### src/rtl/irrigation_sequencer.sv
// Tick-driven irrigation sequencer: sensor sync/debounce, dead time, bounded run/soak, fault alarm.
// Optional supply-valve fill timeout is enabled by defining FILL_TIMEOUT_EN.
module irrigation_sequencer #(
  parameter int unsigned DEBOUNCE_TICKS     = 3,
  parameter int unsigned RUN_TICKS          = 8,
  parameter int unsigned DEAD_TICKS         = 2,
  parameter int unsigned SOAK_TICKS         = 4,
  parameter int unsigned TIMER_WIDTH        = 8
`ifdef FILL_TIMEOUT_EN
  ,parameter int unsigned FILL_TIMEOUT_TICKS = 16
`endif
) (
  input  logic       clock,
  input  logic       reset_n,
  input  logic       tick,
  input  logic       low_water_level,
  input  logic       mid_water_level,
  input  logic       high_water_level,
  input  logic       earth_humidity,
  input  logic       air_humidity,
  input  logic       low_temperature,
  output logic       water_supply_valvule,
  output logic       splinker_bomb,
  output logic       dripper_valvule,
  output logic       alarm,
  output logic [2:0] state_code
);

  typedef enum logic [2:0] {
    IDLE     = 3'd0,
    DEAD     = 3'd1,
    SPRINKLE = 3'd2,
    DRIP     = 3'd3,
    SOAK     = 3'd4,
    FAULT    = 3'd5
  } state_t;

  localparam int unsigned NSENS = 6;
  localparam logic [TIMER_WIDTH-1:0] T_MAX  = '1;
  localparam logic [TIMER_WIDTH-1:0] T_ONE  = TIMER_WIDTH'(1);
  localparam logic [TIMER_WIDTH-1:0] DEB_T  = TIMER_WIDTH'(DEBOUNCE_TICKS);
  localparam logic [TIMER_WIDTH-1:0] RUN_T  = TIMER_WIDTH'(RUN_TICKS);
  localparam logic [TIMER_WIDTH-1:0] DEAD_T = TIMER_WIDTH'(DEAD_TICKS);
  localparam logic [TIMER_WIDTH-1:0] SOAK_T = TIMER_WIDTH'(SOAK_TICKS);

  function automatic logic [TIMER_WIDTH-1:0] sat_inc(input logic [TIMER_WIDTH-1:0] v);
    return (v == T_MAX) ? v : v + T_ONE;
  endfunction

  // Sensor bit order: 0 low, 1 mid, 2 high, 3 earth, 4 air, 5 cold
  logic [NSENS-1:0]       w_raw;
  logic [NSENS-1:0]       r_sync1;
  logic [NSENS-1:0]       r_sync2;
  logic [NSENS-1:0]       r_deb;
  logic [TIMER_WIDTH-1:0] r_dcnt [NSENS];

  assign w_raw = {low_temperature, air_humidity, earth_humidity,
                  high_water_level, mid_water_level, low_water_level};

  always_ff @(posedge clock) begin
    if (!reset_n) begin
      r_sync1 <= '0;
      r_sync2 <= '0;
      r_deb   <= '0;
      for (int unsigned i = 0; i < NSENS; i++) r_dcnt[i] <= '0;
    end else begin
      r_sync1 <= w_raw;
      r_sync2 <= r_sync1;
      if (tick) begin
        for (int unsigned i = 0; i < NSENS; i++) begin
          if (r_sync2[i] != r_deb[i]) begin
            if (sat_inc(r_dcnt[i]) >= DEB_T) begin
              r_deb[i]  <= ~r_deb[i];
              r_dcnt[i] <= '0;
            end else begin
              r_dcnt[i] <= sat_inc(r_dcnt[i]);
            end
          end else begin
            r_dcnt[i] <= '0;
          end
        end
      end
    end
  end

  logic w_low, w_mid, w_high, w_earth, w_air, w_cold, w_conflict;
  assign w_low      = r_deb[0];
  assign w_mid      = r_deb[1];
  assign w_high     = r_deb[2];
  assign w_earth    = r_deb[3];
  assign w_air      = r_deb[4];
  assign w_cold     = r_deb[5];
  assign w_conflict = (w_mid & ~w_low) | (w_high & ~w_mid);

  state_t                 r_state, w_next;
  state_t                 r_mode, w_mode_nx;
  logic [TIMER_WIDTH-1:0] r_timer, w_timer_nx, w_timer_inc;
  logic                   r_valve, r_spk, r_drip, r_alarm;
  logic                   w_fill_fault;

`ifdef FILL_TIMEOUT_EN
  localparam logic [TIMER_WIDTH-1:0] FILL_T = TIMER_WIDTH'(FILL_TIMEOUT_TICKS);
  logic [TIMER_WIDTH-1:0] r_fill_cnt;
  logic                   r_fill_fault;

  // Fault latch is sticky; only reset_n releases it
  always_ff @(posedge clock) begin
    if (!reset_n) begin
      r_fill_cnt   <= '0;
      r_fill_fault <= 1'b0;
    end else if (!r_valve) begin
      r_fill_cnt <= '0;
    end else if (tick) begin
      r_fill_cnt <= sat_inc(r_fill_cnt);
      if (sat_inc(r_fill_cnt) >= FILL_T) r_fill_fault <= 1'b1;
    end
  end
  assign w_fill_fault = r_fill_fault;
`else
  assign w_fill_fault = 1'b0;
`endif

  always_comb begin
    w_next      = r_state;
    w_mode_nx   = r_mode;
    w_timer_nx  = r_timer;
    w_timer_inc = sat_inc(r_timer);
    if (w_conflict || w_fill_fault) begin
      w_next     = FAULT;
      w_timer_nx = '0;
    end else if (tick) begin
      unique case (r_state)
        IDLE: begin
          if (!w_earth && w_low) begin
            w_mode_nx  = (!w_air && !w_cold && w_mid) ? SPRINKLE : DRIP;
            w_next     = DEAD;
            w_timer_nx = '0;
          end
        end
        DEAD: begin
          if (w_timer_inc >= DEAD_T) begin
            w_next     = r_mode;
            w_timer_nx = '0;
          end else begin
            w_timer_nx = w_timer_inc;
          end
        end
        SPRINKLE, DRIP: begin
          if (w_timer_inc >= RUN_T || w_earth || !w_low) begin
            w_next     = SOAK;
            w_timer_nx = '0;
          end else begin
            w_timer_nx = w_timer_inc;
          end
        end
        SOAK: begin
          if (w_timer_inc >= SOAK_T) begin
            w_next     = IDLE;
            w_timer_nx = '0;
          end else begin
            w_timer_nx = w_timer_inc;
          end
        end
        FAULT: begin
          w_next     = IDLE;
          w_timer_nx = '0;
        end
        default: begin
          w_next     = IDLE;
          w_timer_nx = '0;
        end
      endcase
    end
  end

  // Outputs are registered from the next state so they line up with state_code
  always_ff @(posedge clock) begin
    if (!reset_n) begin
      r_state <= IDLE;
      r_mode  <= DRIP;
      r_timer <= '0;
      r_valve <= 1'b0;
      r_spk   <= 1'b0;
      r_drip  <= 1'b0;
      r_alarm <= 1'b0;
    end else begin
      r_state <= w_next;
      r_mode  <= w_mode_nx;
      r_timer <= w_timer_nx;
      r_valve <= ~w_high & ~w_conflict & (w_next != FAULT);
      r_spk   <= (w_next == SPRINKLE);
      r_drip  <= (w_next == DRIP);
      r_alarm <= (w_next == FAULT) | ~w_mid;
    end
  end

  assign water_supply_valvule = r_valve;
  assign splinker_bomb        = r_spk;
  assign dripper_valvule      = r_drip;
  assign alarm                = r_alarm;
  assign state_code           = r_state;

endmodule

### config.mk
export PLATFORM = sky130hd
export DESIGN_NAME = irrigation_sequencer
export DESIGN_NICKNAME = d
export VERILOG_FILES = /design/src/rtl/irrigation_sequencer.sv
export SDC_FILE = /design/constraint.sdc
export NUM_CORES = 1
export LEC_CHECK = 0
export CELL_PAD_IN_SITES_DETAIL_PLACEMENT = 1
export CELL_PAD_IN_SITES_GLOBAL_PLACEMENT = 1
export CORE_MARGIN = 2
export CORE_UTILIZATION = 52
export CTS_CLUSTER_DIAMETER = 80
export CTS_CLUSTER_SIZE = 10
export DETAILED_ROUTE_END_ITERATION = 7
export HOLD_SLACK_MARGIN = 0.06
export PLACE_DENSITY = 0.89
export SYNTH_ARGS = -nofsm -noshare
export SYNTH_HDL_FRONTEND = slang
export SYNTH_SLANG_ARGS = --single-unit
### constraint.sdc
create_clock -name clock -period 6.3 [get_ports clock]
set_input_delay 1.575 -clock clock [delete_from_list [all_inputs] [get_ports clock]]
set_output_delay 1.575 -clock clock [all_outputs]
set_load 0.03 [all_outputs]
==> impl_metrics.json <==
{
  "p_int_uw": 837.3,
  "grt_max_degree": 49,
  "cp_top_family": "simple AND/OR/NAND/NOR gates",
  "cts_resized": 0,
  "cap_violations": 0,
  "insertedDiodeCount": 0,
  "maxSlewViolCount": 0,
  "start_util_pct": 54.61,
  "dp.cells": 476,
  "viasPerCell": 5.573,
  "cts_tree": "done",
  "period_share_pct": 56.55,
  "combPwrFrac_pct": 9.1,
  "fin_skew_ns": 0.008432,
  "grt_pass1_vias": 2886,
  "setup_violations": 0,
  "post_cts_buffers": 0,
  "hold_viol_final": 0,
  "ys_ff_latch": 82,
  "final_common_cell": "edfxtp_1",
  "num_vias": 2742,
  "die_y_um": 88.94,
  "yosys.area.top_type": "edfxtp_1",
  "drive_gt1_share_pct": 7.323,
  "critical_path_class": "in2reg",
  "clock_latency_ns": 0.34,
  "drc": 0,
  "clock_power_share_pct": 33.5,
  "die_w_um": 88.94,
  "hold_class": "reg2reg",
  "area_growth_pct": 15.01,
  "synth_top_flop_cell": "edfxtp_1",
  "cp_data_required_time_ns": 6.26,
  "slew_headroom_pct": 25.41,
  "hpwl_mm": 5.530,
  "synth_top_area_share_pct": 38.43,
  "wl_per_cell_um": 16.45,
  "crit_buf_inv": 1,
  "grt_use_total_pct": 22.27,
  "overflow": 0,
  "synth_top_family_by_area": "simple AND/OR/NAND/NOR gates",
  "max-vdd-ir-drop_uv": 185.0,
  "rows": 30,
  "net-switching-power_uw": 261.0,
  "synth-compound-area-share_pct": 10.74,
  "rsz0062_at_grt": "false",
  "yosys_warnings": 0,
  "drt_wl_total_mm": 8.091,
  "p_seq_share_pct": 57.5,
  "setup_tns_ns": 0,
  "cts_buffers": 9,
  "firstDrtPassIters": 4,
  "setup_slack_ns": 2.737,
  "clockBufferDepth": 2,
  "swShare_pct": 23.77,
  "clkTransAtPathRegs_ns": 0.07,
  "root_buffer": "clkbuf_8",
  "clock_sinks": 82,
  "synth_cell_type_count": 58,
  "end_kind": "register",
  "synth_edf_count": 48,
  "cp_slowest_cell": "nand2b_2",
  "portBuffers": 15,
  "nNetsFinal": 407,
  "layout_common_cells": "48 x edfxtp_1, 36 x conb_1, 34 x dfxtp_1",
  "hold_buffers": 0,
  "io_pins": 16,
  "outcome": "finished clean",
  "max_stage_delay_ns": 1.00,
  "p_leak_uw": 0.001624,
  "synth-xor-area-share_pct": 3.969,
  "syn-cell-area_um2": 3751,
  "drt-initial-drc-count": 96,
  "instances_no_fill": 492,
  "antenna_found_initial": 0,
  "path_cells": "clkdlybuf4s50_1, nand2b_2",
  "coreArea_um2": 6869,
  "async_reset_ff_share_pct": 0,
  "avgSynthCellArea_um2": 11.16,
  "start_kind": "input port",
  "die_area_um2": 7909,
  "postSynthCellCount": 336,
  "muxShareOfSynthArea_pct": 2.935,
  "ys_top_cells_by_area": "edfxtp_1 38%, dfxtp_1 18%, and2_1 3.5%",
  "gp_congestion": 0.8570,
  "yosys.area_share.adder_pct": 2.335,
  "tightest_slew_ns": 1.119,
  "place_ws_ns": 2.349,
  "cts_htree_levels": 3,
  "fmax_mhz": 280.7,
  "worst-path-max-fanout": 48,
  "cp_data_arrival_time_ns": 3.52,
  "antenna_left": 0,
  "synthSimpleGateAreaFrac_pct": 21.38,
  "ys_seq_area_share_pct": 56.57,
  "final_period_minus_worst_setup_slack_ns": 3.563,
  "powerDensity_nw_per_um2": 254.6,
  "grt_first_pass_wirelength_mm": 13.32
}
[layer usage]
layer	up-vias	share of wire [%]	track usage, %
li1	1319	-	-
met3	9	2.8	3.232
met4	0	1.3	8.548
met2	38	55	40.98
met5	-	0	0
met1	1376	41	26.24
[worst paths after layout]
kind	from	to	slack, ns	depth (start not counted)
hold / removal	r_sync1[0]$_SDFF_PN0_	r_sync2[0]$_SDFF_PN0_	0.44	1
setup reg to reg	r_timer[0]$_SDFFE_PP0P_	dripper_valvule$_SDFF_PN0_	3.85	8
setup / recovery	tick	r_dcnt[5][0]$_SDFFCE_PP0P_	2.74	2
hold reg to reg	r_sync1[0]$_SDFF_PN0_	r_sync2[0]$_SDFF_PN0_	0.44	1
[cell usage after synthesis, types with 7 or more instances]
cell	n
a21oi_1	15
edfxtp_1	48
mux2i_1	11
nor2b_1	9
nand4_1	11
and2_1	21
dfxtp_1	34
inv_1	10
nand2_1	17
nor2_1	28
or3_1	8
xor2_1	11
ha_1	7
nand3_1	18
[through the flow]
step / util (%) / hold WS, ns / power, uW / instance area, um^2
global route: 62.81 / 0.4651 / 1136 / 4314
floorplan: - / 0.4119 / 704.0 / 3882
global placement: 60.07 / 0.4138 / 731.1 / 4126
finish: 62.81 / 0.4418 / 1098 / 4314
detailed placement: 60.07 / 0.4288 / 739.6 / 4126
CTS: 62.81 / 0.4439 / 1105 / 4314
[layout make-up]
cell class	count	area [um^2]
inverters	10	37.54
well taps	96	120.1
clock inverters	4	42.54
flip-flops and latches	82	2122
clock buffers	12	145.1
multi-input cells	272	1689
repair buffers	16	157.7
fillers	756	2555
[kinds of logic after synthesis]
family / after synthesis
simple gates: 144
flops: 82
compound gates: 57
xor+xnor: 17
buf+inv: 17
mux: 11
fa+ha+maj: 7
other cells: 1
[power groups by stage]
stage          combinational (uW)  sequential [uW]  clock [uW]
6_report                     99.7              631         368
5_1_grt                       111              636         390
4_1_cts                      99.7              631         374
3_5_place_dp                 97.2              642           0
3_3_place_gp                 92.4              639           0
2_1_floorplan                63.5              640           0
[registers in the layout, summed over array words and instances (netlist names), 3 cells and up]
name	flops
r_dcnt	48
r_timer	8
r_deb	6
r_sync1	6
r_sync2	6
state_code	3
No activity file was read; power rests on OpenSTA's default activity.
